--- src/rtl/tsmac_rx_frame_parser.sv ---
// TSMAC RX frame parser: strips preamble/SFD, checks FCS/length/rx_er,
// streams payload without FCS and keeps saturating frame counters.
module tsmac_rx_frame_parser #(
  parameter int MIN_LEN   = 64,
  parameter int MAX_LEN   = 1518,
  parameter int CNT_WIDTH = 16
) (
  input  logic                 rd_clk,
  input  logic                 rd_rst,
  input  logic                 rd_vld,
  input  logic [9:0]           rd_data,
  output logic                 rd_en,
  output logic                 out_vld,
  output logic [7:0]           out_data,
  output logic                 out_last,
  output logic                 out_err,
  output logic [10:0]          out_len,
  output logic [CNT_WIDTH-1:0] frm_ok_cnt,
  output logic [CNT_WIDTH-1:0] frm_err_cnt
);

  typedef enum logic [1:0] {IDLE, PRE, DATA, DROP} state_t;

  localparam logic [31:0] RESIDUE = 32'hDEBB20E3;
  localparam logic [10:0] MIN_L   = 11'(MIN_LEN);
  localparam logic [10:0] MAX_L   = 11'(MAX_LEN);
  localparam logic [CNT_WIDTH-1:0] CNT_MAX = '1;

  function automatic logic [31:0] crc_step(
    input logic [31:0] c,
    input logic [7:0]  d
  );
    logic [31:0] r;
    r = c;
    for (int i = 0; i < 8; i++)
      r = (r[0] ^ d[i]) ? ((r >> 1) ^ 32'hEDB88320) : (r >> 1);
    return r;
  endfunction

  state_t          state;
  logic [31:0]     crc;
  logic [10:0]     len;
  logic [2:0]      held;
  logic [4:0][7:0] dl;
  logic            err_seen;

  logic       acc, dv, er, full, start, frm_bad;
  logic       bump_ok, bump_err;
  logic [7:0] rxd;

  always_comb begin
    acc   = rd_en & rd_vld;
    rxd   = rd_data[7:0];
    dv    = rd_data[8];
    er    = rd_data[9];
    full  = (held == 3'd5);
    start = acc & dv & (rxd == 8'hD5)
          & ((state == IDLE) | (state == PRE));
    frm_bad = (crc != RESIDUE) | err_seen | er
            | (len < MIN_L) | (len > MAX_L);
    bump_ok  = 1'b0;
    bump_err = 1'b0;
    if (acc & ~dv) begin
      // a DATA end counts good only if a last byte goes out clean
      bump_ok  = (state == DATA) & full & ~frm_bad;
      bump_err = (state == PRE) | (state == DROP)
               | ((state == DATA) & ~(full & ~frm_bad));
    end
  end

  always_ff @(posedge rd_clk or posedge rd_rst) begin
    if (rd_rst) begin
      state    <= IDLE;
      rd_en    <= 1'b0;
      out_vld  <= 1'b0;
      out_last <= 1'b0;
      out_err  <= 1'b0;
      out_data <= '0;
      out_len  <= '0;
      crc      <= '1;
      len      <= '0;
      held     <= '0;
      dl       <= '0;
      err_seen <= 1'b0;
    end else begin
      rd_en    <= 1'b1;
      out_vld  <= 1'b0;
      out_last <= 1'b0;
      if (start) begin
        crc      <= '1;
        len      <= '0;
        held     <= '0;
        err_seen <= 1'b0;
      end
      if (acc) begin
        unique case (state)
          IDLE: begin
            if (dv) begin
              if (rxd == 8'h55)      state <= PRE;
              else if (rxd == 8'hD5) state <= DATA;
              else                   state <= DROP;
            end
          end
          PRE: begin
            if (!dv)                 state <= IDLE;
            else if (rxd == 8'hD5)   state <= DATA;
            else if (rxd != 8'h55)   state <= DROP;
          end
          DATA: begin
            if (dv) begin
              crc      <= crc_step(crc, rxd);
              len      <= (len == 11'h7FF) ? len : len + 11'd1;
              err_seen <= err_seen | er;
              dl       <= {dl[3:0], rxd};
              if (full) begin
                out_vld  <= 1'b1;
                out_data <= dl[4];
              end else begin
                held <= held + 3'd1;
              end
            end else begin
              state <= IDLE;
              // oldest held byte is N-5; the four younger are FCS
              if (full) begin
                out_vld  <= 1'b1;
                out_last <= 1'b1;
                out_data <= dl[4];
                out_len  <= len;
                out_err  <= frm_bad;
              end
            end
          end
          DROP: begin
            if (!dv) state <= IDLE;
          end
        endcase
      end
    end
  end

  always_ff @(posedge rd_clk or posedge rd_rst) begin
    if (rd_rst) begin
      frm_ok_cnt  <= '0;
      frm_err_cnt <= '0;
    end else begin
      if (bump_ok && frm_ok_cnt != CNT_MAX)
        frm_ok_cnt <= frm_ok_cnt + 1'b1;
      if (bump_err && frm_err_cnt != CNT_MAX)
        frm_err_cnt <= frm_err_cnt + 1'b1;
    end
  end

endmodule
--- config.mk ---
export PLATFORM = sky130hd
export DESIGN_NAME = tsmac_rx_frame_parser
export DESIGN_NICKNAME = d
export VERILOG_FILES = /design/src/rtl/tsmac_rx_frame_parser.sv
export SDC_FILE = /design/constraint.sdc
export NUM_CORES = 1
export LEC_CHECK = 0
export ABC_CLOCK_PERIOD_IN_PS = 5900
export CORE_AREA = 3 3 118 120
export CTS_BUF_LIST = sky130_fd_sc_hd__clkbuf_8
export DETAILED_ROUTE_END_ITERATION = 10
export DIE_AREA = 0 0 121 123
export GPL_ROUTABILITY_DRIVEN = 0
export MAX_ROUTING_LAYER = met4
export PLACE_DENSITY = 0.75
export RECOVER_POWER = 50
export SETUP_SLACK_MARGIN = 0.05
export SLEW_MARGIN = 40
export SYNTH_ARGS = -nofsm -noshare
export SYNTH_HDL_FRONTEND = slang
export SYNTH_SLANG_ARGS = --single-unit
--- constraint.sdc ---
create_clock -name rd_clk -period 5.9 [get_ports rd_clk]
set_input_delay 1.77 -clock rd_clk [delete_from_list [all_inputs] [get_ports rd_clk]]
set_output_delay 1.77 -clock rd_clk [all_outputs]
set_load 0.02 [all_outputs]
==> impl_metrics.ini <==
[status]
outcome = complete, but fails checks
violations = capacitance limit, slew limit

[worst_setup_path]
reg2reg_depth = 5
worstSetupEndpointType = flop
path_max_fanout = 52
r2r-start = rd_en$_DFF_PP0_
path_class = in2reg
crit_path_start_kind = input port
r2r_slack_ps = 3040
required_ps = 6250
arrival_ps = 4680
rr_endpoint = crc[23]$_DFF_PP1_

[clock_tree]
cts_resized = 0
cts-hold-fix-buffers = 0
cts_buffer_depth = 2
cts_tree = built
postCtsSetupBuffers = 0
cts_inserted_buffers = 17
path_clk_slew_ps = 80
clk_latency_ps = 450
clkSinkCount = 144
cts_root_buffer = clkbuf_8
cts_max_level = 4

[sta]
hold_viol = 0
maxSlewHeadroom = -0.4874
period_minus_slack_ps = 4333
worst_pin_slew_ps = 2231
timing.hold.ws_ps = 467.6
skew_ps = 10.61
setup_viol = 0
post-route-period-util = 0.7344
drv_slew = 157
rsz0062_at_grt = no
fin_setup_tns_ps = 0
fmaxAchievable_mhz = 230.8

[yosys]
synth-seq-cells = 144
yosysSeqAreaShare = 0.5194
syn_area_mm2 = 0.007015
synth_edf_count = 0
async_reset_ff_frac = 1.000
ys_types = 50
synth_nets = 680
synth_flop_cell = dfrtp_1
syn_inst = 662
yosys_warnings = 0
synth.avg_cell_area_um2 = 10.60

[routing]
initialDrtViolationCount = 407
avgViaCountPerCell = 5.484
drt_pass1_iterations = 5
wl_per_cell_um = 15.89
postRouteAntennaNets = 0
vias = 5012
drc_errors = 0
wirelength_um = 14520

[floorplanning]
core_area_mm2 = 0.01309
die_h_um = 123
start_util = 0.5361
ios = 68
die-area_mm2 = 0.01488
rows = 42
die_w_um = 121

[placed_design]
dpl_cell_area_mm2 = 0.007856
io_buffers = 67
dpl.hpwl_um = 9918
dp.cells = 882

[job]
drv_cap = 2

[pwr]
ir_worst_vdd_uv = 695.9
power.leakage_nw = 3.666
power_mw = 4.153
p_per_area_mw_per_mm2 = 502.5

[worst_hold_path]
hold_end = dl[34]$_DFFE_PP0P_
hold_depth = 2
hp-start = dl[26]$_DFFE_PP0P_
worst_hold_path_type = reg2reg

[finish]
area_growth_pct = 17.80
fin_cells = 914
fin_area_mm2 = 0.008264
antenna_cells = 0
drive_above_1_share = 0.1504
nets = 743

[global_route]
antenna_found_initial = 0
grt_overflow = 0
grt_start_max_net_pins = 104
grt_pass1_vias = 4934
grtUsageTotal = 0.2110
grt_pass1_wl_um = 23980
-- worst max path at each step --
stage	from	depth (start not counted)	to	slack, ps
after floorplan	rd_rst	1	dl[0]$_DFFE_PP0P_	320
after global placement	rd_data[9]	7	frm_ok_cnt[6]$_DFFE_PP0P_	1520
after detailed placement	rd_data[9]	7	frm_err_cnt[1]$_DFFE_PP0P_	1440
after CTS	rd_data[5]	7	crc[23]$_DFF_PP1_	1930
after global routing	rd_vld	6	held[2]$_DFF_PP0_	1240
final	rd_vld	6	crc[23]$_DFF_PP1_	1570
-- state kept, by name, indices dropped and copies added, names as in the netlist --
| signal | flops |
|---|---|
| dl | 40 |
| crc | 32 |
| frm_err_cnt | 16 |
| frm_ok_cnt | 16 |
| len | 11 |
| out_len | 11 |
| out_data | 8 |
| held | 3 |
| state | 2 |
| err_seen | 1 |
| out_err | 1 |
| out_last | 1 |
| out_vld | 1 |
| rd_en | 1 |
-- cell usage after synthesis (all sizes together), types with 10 or more instances --
library cell,instances,share of area
dfrtp,112,0.40
nand2,141,0.075
a21oi,11,0.0078
and4,12,0.015
nor2,46,0.025
clkbuf,27,0.014
nand4,19,0.019
and3,10,0.0089
dfstp,32,0.12
a22oi,21,0.022
o21ai,10,0.0071
xor2,20,0.025
nand3,29,0.025
xnor2,87,0.12
mux2,23,0.037
-- kinds of logic (layout without fill, tap and decap cells) --
group	after synthesis	count (layout)	synth area share
other	1	1	0.0005345
XOR/XNOR	107	107	0.1496
adder cells (fa/ha/maj)	5	5	0.008917
AO/OA/AOI/OAI	55	55	0.05297
AND/OR/NAND/NOR	291	291	0.2112
multiplexers	23	23	0.03692
buffers and inverters	36	112	0.02051
flip-flops	144	144	0.5194
-- power breakdown --
part	internal (mW)	switching, mW	leakage (nW)
combinational	0.852	0.871	1.61
clock	0.459	0.379	0.219
sequential	1.34	0.256	1.83
-- placed cells by master, fill, tap and decap left out, types with 18 or more instances in the layout --
cell type / synthesis / final
a22oi_1: 21 / 21
clkdlybuf4s50_1: 0 / 59
nand2_1: 141 / 141
xor2_1: 20 / 20
mux2_2: 21 / 21
nor2_1: 46 / 45
dfrtp_1: 112 / 112
xnor2_1: 75 / 75
nand3_1: 23 / 23
dfstp_2: 32 / 32
nand4_1: 18 / 18
-- worst max-delay path: stages --
cell and delay, ps:
dlygate4sd3_1 590, nand2_1 170, or3_1 130, clkbuf_1 1570, nand2_1 200, a2bb2oi_1 230
-- metal layers --
metal,vias to the layer above,global-route usage,share of wire,wire [um]
met5,-,-,0,0
met1,2465,0.2652,0.44,6335
met3,35,0.04346,0.040,585
li1,2392,-,-,-
met4,0,0.09065,0.026,376
met2,120,0.3352,0.50,7225
-- stage by stage --
stage	setup WS [ps]	util
after global routing	1243	0.6316
after detailed placement	1441	0.6004
final	1567	0.6316
after floorplan	316.7	-
after global placement	1517	0.5994
after CTS	1929	0.6333
-- layout make-up --
class	instances	area, um^2
clock inverters	15	196.4
repair buffers	74	719.4
well taps	176	220.2
flip-flops and latches	144	3643
inverters	6	26.28
multi-input cells	482	3224
clock buffers	17	234.0
fillers	1013	4821
Note: power is estimated with default switching activity, not from simulation.
